`src/rtl/parking_gate_ctrl.sv`:
```
// ============================================================================
// parking_gate_ctrl
// ----------------------------------------------------------------------------
// Transaction sequencer between the keypad/sensor front end and the floor/ID
// bookkeeping block. For every presented ID it:
//   * drives MODE so the bookkeeping block evaluates the ID,
//   * decides (entry / alternative-floor offer / exit / deny / admin toggle),
//   * issues a one-cycle action_taken commit code,
//   * opens the physical gate or lights the deny lamp.
// An admin ID toggles a restrict lock. While the lock is active every
// non-admin request is denied and MODE idles at 2.
//
// Ports
//   CLK                   system clock, rising edge
//   RST_N                 asynchronous active-low reset
//   ID_READY              one-cycle pulse, ID and EXIT_REQ valid (IDLE only)
//   EXIT_REQ              0 = entry request, 1 = exit request
//   id_valid              bookkeeping: ID known and in correct state for MODE
//   id_special            bookkeeping: special user valid for MODE
//   adminId_valid         bookkeeping: ID is an admin
//   chosen_flr_full       bookkeeping: chosen floor is full
//   alternative_flr_full  bookkeeping: alternative floor is full
//   USER_ACCEPT           user accepts alternative floor (level)
//   USER_DECLINE          user declines alternative floor (level)
//   CAR_PASSED            gate sensor pulse
//   MODE[1:0]             0 = enter, 1 = exit, 2 = restrict
//   action_taken[1:0]     0 none, 1 alt floor, 2 chosen floor, 3 exit commit
//   GATE_OPEN             gate actuator
//   DENY                  deny lamp
//   ALT_OFFER             alternative-floor prompt lamp
//   BUSY                  high whenever not idle
//   RESTRICTED            restrict lock active
// All outputs are registered.
// ============================================================================
module parking_gate_ctrl #(
   parameter int ALT_TIMEOUT  = 200,
   parameter int GATE_TIMEOUT = 500,
   parameter int DENY_CYCLES  = 50,
   parameter int CW           = 10
) (
   input  logic       CLK,
   input  logic       RST_N,
   input  logic       ID_READY,
   input  logic       EXIT_REQ,
   input  logic       id_valid,
   input  logic       id_special,
   input  logic       adminId_valid,
   input  logic       chosen_flr_full,
   input  logic       alternative_flr_full,
   input  logic       USER_ACCEPT,
   input  logic       USER_DECLINE,
   input  logic       CAR_PASSED,
   output logic [1:0] MODE,
   output logic [1:0] action_taken,
   output logic       GATE_OPEN,
   output logic       DENY,
   output logic       ALT_OFFER,
   output logic       BUSY,
   output logic       RESTRICTED
);

   typedef enum logic [2:0] {
      S_IDLE   = 3'd0,
      S_CHECK  = 3'd1,
      S_OFFER  = 3'd2,
      S_COMMIT = 3'd3,
      S_GATE   = 3'd4,
      S_DENY   = 3'd5
   } state_t;

   localparam logic [1:0] MODE_ENTER    = 2'd0;
   localparam logic [1:0] MODE_EXIT     = 2'd1;
   localparam logic [1:0] MODE_RESTRICT = 2'd2;

   localparam logic [1:0] ACT_NONE   = 2'd0;
   localparam logic [1:0] ACT_ALT    = 2'd1;
   localparam logic [1:0] ACT_CHOSEN = 2'd2;
   localparam logic [1:0] ACT_EXIT   = 2'd3;

   // Timer value on the last cycle of each timed state.
   localparam logic [CW-1:0] ALT_LAST  = CW'(ALT_TIMEOUT - 1);
   localparam logic [CW-1:0] GATE_LAST = CW'(GATE_TIMEOUT - 1);
   localparam logic [CW-1:0] DENY_LAST = CW'(DENY_CYCLES - 1);
   localparam logic [CW-1:0] TIMER_MAX = {CW{1'b1}};

   state_t        state_reg, state_next;
   logic [CW-1:0] timer_reg, timer_next;
   logic [1:0]    pend_reg, pend_next;        // action code to issue in COMMIT
   logic          restricted_reg, restricted_next;
   logic [1:0]    mode_reg, mode_next;
   logic [1:0]    action_reg, action_next;
   logic          gate_reg, gate_next;
   logic          deny_reg, deny_next;
   logic          alt_reg, alt_next;
   logic          busy_reg, busy_next;

   // ------------------------------------------------------------------------
   // State and output registers
   // ------------------------------------------------------------------------
   always_ff @(posedge CLK or negedge RST_N) begin
      if (!RST_N) begin
         state_reg      <= S_IDLE;
         timer_reg      <= '0;
         pend_reg       <= ACT_NONE;
         restricted_reg <= 1'b0;
         mode_reg       <= MODE_ENTER;
         action_reg     <= ACT_NONE;
         gate_reg       <= 1'b0;
         deny_reg       <= 1'b0;
         alt_reg        <= 1'b0;
         busy_reg       <= 1'b0;
      end else begin
         state_reg      <= state_next;
         timer_reg      <= timer_next;
         pend_reg       <= pend_next;
         restricted_reg <= restricted_next;
         mode_reg       <= mode_next;
         action_reg     <= action_next;
         gate_reg       <= gate_next;
         deny_reg       <= deny_next;
         alt_reg        <= alt_next;
         busy_reg       <= busy_next;
      end
   end

   // ------------------------------------------------------------------------
   // Next-state logic (also owns the timer, pending action and lock)
   // ------------------------------------------------------------------------
   always_comb begin
      state_next      = state_reg;
      pend_next       = pend_reg;
      restricted_next = restricted_reg;

      case (state_reg)
         S_IDLE: begin
            if (ID_READY) state_next = S_CHECK;
         end

         // Bookkeeping flags are valid this cycle because MODE was
         // registered on the ID_READY edge. Branch order is the priority.
         S_CHECK: begin
            if (adminId_valid) begin
               restricted_next = ~restricted_reg;
               state_next      = S_GATE;
            end else if (restricted_reg) begin
               state_next = S_DENY;
            end else if (mode_reg == MODE_EXIT) begin
               if (id_valid || id_special) begin
                  pend_next  = ACT_EXIT;
                  state_next = S_COMMIT;
               end else begin
                  state_next = S_DENY;
               end
            end else if (id_special || (id_valid && !chosen_flr_full)) begin
               pend_next  = ACT_CHOSEN;
               state_next = S_COMMIT;
            end else if (id_valid && !alternative_flr_full) begin
               state_next = S_OFFER;
            end else begin
               state_next = S_DENY;
            end
         end

         // Decline (or running out of time) beats a simultaneous accept.
         S_OFFER: begin
            if (USER_DECLINE || (timer_reg == ALT_LAST)) begin
               state_next = S_DENY;
            end else if (USER_ACCEPT) begin
               pend_next  = ACT_ALT;
               state_next = S_COMMIT;
            end
         end

         S_COMMIT: begin
            state_next = S_GATE;
         end

         // A timeout closes the gate without undoing the commit.
         S_GATE: begin
            if (CAR_PASSED || (timer_reg == GATE_LAST)) state_next = S_IDLE;
         end

         S_DENY: begin
            if (timer_reg == DENY_LAST) state_next = S_IDLE;
         end

         default: begin
            state_next = S_IDLE;
         end
      endcase

      // Timer restarts on every state change and saturates otherwise.
      if (state_next != state_reg) begin
         timer_next = '0;
      end else if (timer_reg == TIMER_MAX) begin
         timer_next = timer_reg;
      end else begin
         timer_next = timer_reg + 1'b1;
      end
   end

   // ------------------------------------------------------------------------
   // Output logic: next values of the registered outputs, derived from the
   // state being entered so each output lines up with its state.
   // ------------------------------------------------------------------------
   always_comb begin
      mode_next = mode_reg;
      if ((state_reg == S_IDLE) && (state_next == S_CHECK)) begin
         mode_next = {1'b0, EXIT_REQ};
      end else if (state_next == S_IDLE) begin
         mode_next = restricted_next ? MODE_RESTRICT : MODE_ENTER;
      end

      action_next = (state_next == S_COMMIT) ? pend_next : ACT_NONE;
      gate_next   = (state_next == S_GATE);
      deny_next   = (state_next == S_DENY);
      alt_next    = (state_next == S_OFFER);
      busy_next   = (state_next != S_IDLE);
   end

   assign MODE         = mode_reg;
   assign action_taken = action_reg;
   assign GATE_OPEN    = gate_reg;
   assign DENY         = deny_reg;
   assign ALT_OFFER    = alt_reg;
   assign BUSY         = busy_reg;
   assign RESTRICTED   = restricted_reg;

endmodule

```
`config.mk`:
```
export PLATFORM = sky130hd
export DESIGN_NAME = parking_gate_ctrl
export DESIGN_NICKNAME = d
export VERILOG_FILES = /design/src/rtl/parking_gate_ctrl.sv
export SDC_FILE = /design/constraint.sdc
export NUM_CORES = 1
export LEC_CHECK = 0
export CAP_MARGIN = 20
export CORE_UTILIZATION = 50
export CTS_BUF_LIST = sky130_fd_sc_hd__clkbuf_4
export DETAILED_ROUTE_END_ITERATION = 10
export PLACE_DENSITY = 0.72
export SETUP_SLACK_MARGIN = 0.15
export SYNTH_ARGS = -nofsm -noshare
export SYNTH_HDL_FRONTEND = slang
export SYNTH_SLANG_ARGS = --single-unit
```
`constraint.sdc`:
```
create_clock -name CLK -period 5.6 [get_ports CLK]
set_clock_uncertainty 0.2 [all_clocks]
set_input_delay 1.12 -clock CLK [delete_from_list [all_inputs] [get_ports CLK]]
set_output_delay 1.12 -clock CLK [all_outputs]
set_load 0.02 [all_outputs]
```
Word level (Yosys, flattened, before mapping)
Cells that the tools add are included.

storage, ports and cells
  flip-flop bits (word level) = 24
  input bits = 12
  output and inout port bits = 9
  word-level logic and storage cells = 70

operators by class
  add/sub/neg operators = 1
  equal/unequal tests = 17
  mux-type cells = 28
  bitwise gates (word level) = 1
  reduce and logical (&&, ||, !) cells = 13

operators with widths
  cell                                                              number
  3-bit 2-to-1 mux                                                  11
  2-bit 2-to-1 mux                                                  11
  10-bit 2-to-1 mux                                                 2
  3-bit case mux with 6 select lines                                1
  3-bit by 2-bit == test with 1-bit output, second input constant   4
  3-bit == test, second input constant                              4
  10-bit by 1-bit adder with 10-bit output, second input constant   1
  10-bit == test, second input constant                             1
  10-bit by 6-bit == test with 1-bit output, second input constant  1
  10-bit by 8-bit == test with 1-bit output, second input constant  1
  10-bit by 9-bit == test with 1-bit output, second input constant  1
  3-bit by 1-bit == test with 1-bit output, second input constant   2
  3-bit logical NOT                                                 2
  1-bit logical OR                                                  4
  2-bit case mux with 2 select lines                                1
  1-bit logical AND                                                 3
  3-bit inequality test                                             1
  3-bit nonzero test                                                1
  2-bit by 1-bit == test with 1-bit output, second input constant   1
  1-bit logical NOT                                                 2
  1-bit 2-to-1 mux                                                  2
  2-bit inequality test, second input constant                      1
  2-bit nonzero test                                                1
  1-bit NOT                                                         1

Depth between registers and ports, before layout
  depth in word-level cells = 11
  gate-level depth with buffers = 8
  gate-level depth less buffers = 8

Worst setup path after synthesis
No wires, ideal clock.

  kind = input port to flip-flop
  from = input port id_special
  to = register timer_reg[1]
  library setup time = 0.111 ns
  arrival time = 2.573 ns
  required time = 5.289 ns
  setup slack = 2.715 ns
  stages on the path = 6
  path buffers = 1
  path through = or4b_1 -> nand3_1 -> o21bai_1 -> a221o_1 -> buf_6 -> a2111oi_2

on the way
  cells in the longest elaborated chain, start to end = 8
  elaborated cells on any way between the ends = 11
  classes of those cells = eq/ne (2); mux (7); reduce/logical (2)

ends and longest elaborated chain
  element                                                                      RTL line  source
  start, declared                                                              46        input logic id_special,
  1-bit logical OR (on tied branches)                                          154, 148
  3-bit 2-to-1 mux (on tied branches)                                          154, 148
  3-bit 2-to-1 mux *                                                           147       end else if (mode_reg == MODE_EXIT) begin
  3-bit 2-to-1 mux *                                                           145       end else if (restricted_reg) begin
  3-bit 2-to-1 mux *                                                           142       if (adminId_valid) begin
  3-bit case mux with 6 select lines *                                         134       case (state_reg)
  3-bit inequality test *                                                      193       if (state_next != state_reg) begin
  2-bit inequality test (no source line) or 10-bit 2-to-1 mux (tied branches)  --
  end signal, assigned                                                         114       timer_reg <= timer_next;
  end, declared                                                                87        logic [CW-1:0] timer_reg, timer_next;

Every way passes the cells marked *; elsewhere a longest branch is shown, timed or not.
A chain may end at the register's enable or synchronous reset.

Worst setup path in the final report
  from = input port id_valid
  to = register timer_reg[1]

on the way
  cells in the longest elaborated chain, start to end = 9
  elaborated cells on any way between the ends = 14
  classes of those cells = eq/ne (2); mux (8); reduce/logical (4)

ends and longest elaborated chain
  element                                                                      RTL line  source
  start, declared                                                              45        input logic id_valid,
  1-bit logical AND (on tied branches)                                         157, 154
  3-bit 2-to-1 mux or 1-bit logical OR (tied branches)                         157, 154
  3-bit 2-to-1 mux                                                             154       end else if (id_special || (id_valid && !chosen_flr_full)) begin
  3-bit 2-to-1 mux *                                                           147
  3-bit 2-to-1 mux *                                                           145
  3-bit 2-to-1 mux *                                                           142
  3-bit case mux with 6 select lines *                                         134
  3-bit inequality test *                                                      193
  2-bit inequality test (no source line) or 10-bit 2-to-1 mux (tied branches)  --

Marked as above.

==> qor.yml <==
outcome:
  status: "finished, final reports clean"
power:
  power_frac_clock_pct: 11.8
  leakage_nw: 0.6363
  switching_share_pct: 42.58
  peakVddDrop_v: 0.0003384
  power_frac_seq_pct: 38.1
  total_power_uw: 644.2
  share_comb_of_total_power_pct: 50.1
  internal_power_uw: 369.9
  switching_power_uw: 274.3
  power.density_nw_per_um2: 404.1
placement:
  port_buffers: 20
  dpl_cell_area_um2: 1551
  dpl.hpwl_um: 2223
  placedCellCount: 185
  pre_cts_ws_ps: 1887
  gp_congestion: 0.9343
global_routing:
  grt_pass1_vias: 1106
  grt_pass1_wl_um: 4912
  grt_use_total_pct: 23.52
  grt_start_max_net_pins: 24
  antenna_found_initial: 0
  overflow: 0
route:
  drt_pass1_iterations: 4
  drtAntennaViolNets: 0
  wl_um: 2906
  viasPerCell: 6.079
  wl_per_cell_um: 15.29
  drc_errors: 0
  vias: 1155
  drtIter0Drc: 33
yosys:
  async_flop_share_pct: 100.0
  netlist_area_um2: 1339
  synth_area_leader_cell: "dfrtp_1"
  syn_avg_cell_area_um2: 9.632
  yosysTopAreaCellShare_pct: 42.99
  synthFlopType: "dfrtp_1"
  synthTopCellsByArea: "dfrtp_1, nor3_1, nor2_1, a2111oi_2, nand2_1"
  syn-instance-count: 139
  syn_nets: 153
  synth_edf_count: 0
  synthDistinctLibCells: 48
  ys_seq_area_share_pct: 42.99
  synth_seq_cells: 23
  ys_warn_count: 0
setup_path:
  cp-end-kind: "flop"
  arrival_ps: 3380
  criticalPathCategory: "primary input to flop"
  cp_max_fo: 10
  critPathLaunchType: "primary input"
  critical_path_required_ps: 5610
clock_tree:
  htreeDepth: 1
  cts.sinks: 23
  clk_latency_ps: 320
  clock_path_buffers: 2
  clkTransAtPathRegs_ps: 120
  cts-root-buf: "clkbuf_4"
  cts_made_buffers: 3
  post_cts_resized: 0
  cts_hold_buf: 0
  postCtsSetupBuffers: 0
  cts_tree: "yes"
timing:
  fin_tns_setup_ps: 0
  drv_slew: 0
  final.setup.worst_slack_ps: 2233
  hold_viol_final: 0
  period_needed_ps: 3367
  holdWs_ps: 384.7
  max_freq_mhz: 297.0
  min_period_over_period_pct: 60.13
  slew-limit-headroom_pct: 44.18
  worst_slew_pin_slew_ps: 829.7
  rsz0062_at_grt: "false"
  setup_viol: 0
floorplan:
  ioPinCount: 21
  die_h_um: 53.75
  initial_core_util_pct: 53.55
  coreArea_um2: 2500
  fp-row-count: 18
  die_area_um2: 2889
  chipWidth_um: 53.75
run:
  drv_cap: 0
final_layout:
  fin_nets: 175
  area_growth_pct: 19.07
  fillerInstances: 209
  antenna_cells: 0
  drive_gt1_share_pct: 8.750
  final_cell_count_no_fill: 190
  design_area_um2: 1594
  final_core_util_pct: 63.76
  largest_reg_flops: 10
hold_path:
  hold_path.class: "flop to flop"
-- cell usage in the layout, fill, tap and decap left out, types with 3 or more instances in the layout --
cell type,count
a2111oi_2,3
inv_1,7
nor2_1,13
clkbuf_4,3
a21oi_1,5
xnor2_1,4
nand4_1,4
dfrtp_1,23
and3_1,3
nor3_1,11
nand3_1,5
o21ai_0,3
nor4_1,3
nand2_1,10
clkdlybuf4s50_1,20
-- metal layers --
metal  global-route usage, %  routed length, um
met5                       0                  0
met4                   5.263                 30
met3                   6.497                196
met2                   36.63               1337
met1                   32.17               1341
-- cells in the mapped netlist, drive strengths merged, types with 2 or more instances --
library cell	count
buf	3
nand3	5
a2111oi	3
nor4	4
dfrtp	23
a221o	2
a21oi	5
or4b	2
inv	8
a211oi	2
nand2	10
o21ai	3
and3	3
nor3	11
nand4	4
nand3b	2
xnor2	4
ha	2
nor3b	3
nor2	13
and2	2
a21boi	2
o311ai	2
-- power by group through the flow --
| stage | logic [mW] | clock network [mW] | registers, mW |
|---|---|---|---|
| after global routing | 0.352 | 0.0879 | 0.253 |
| after CTS | 0.321 | 0.0810 | 0.245 |
| after floorplan | 0.214 | 0 | 0.264 |
| final | 0.323 | 0.0759 | 0.246 |
| after global placement | 0.312 | 0 | 0.248 |
| after detailed placement | 0.321 | 0 | 0.247 |
-- cell type report --
cell class	instances	area, um2	share of cell area, %
inverter	8	30.03	1.884
sequential	23	575.6	36.11
tap	30	37.54	2.355
clock buffer	3	22.52	1.413
timing repair buffer	21	215.2	13.50
clock inverter	1	5.005	0.3140
multi-input combinational	104	708.2	44.43
-- worst paths after layout --
kind | startpoint | endpoint | slack, ps | cells past startpoint
max | id_valid | timer_reg[1] | 2230 | 6
min | MODE[0] | MODE[0] | 380 | 1
max reg2reg | state_reg[1] | timer_reg[1] | 3070 | 5
min reg2reg | MODE[0] | MODE[0] | 380 | 1
max in group asynchronous | RST_N | RESTRICTED | 3820 | 2
min in group asynchronous | RST_N | timer_reg[6] | 920 | 1
-- worst max-delay path, stage by stage --
cell	delay [ps]
clkdlybuf4s50_1	510
a21boi_1	220
o311ai_0	220
a221o_1	420
a221o_1	540
a2111oi_2	350
-- logic make-up after synthesis --
logic type	after synthesis	share of synthesized area [%]
AO/OA/AOI/OAI	31	19.44
flip-flops	23	42.99
adder cells (fa/ha/maj)	2	1.869
buffers and inverters	12	4.112
AND/OR/NAND/NOR	65	27.57
XOR/XNOR	5	3.271
multiplexers	1	0.7477
No activity file was read; power rests on OpenSTA's default activity.
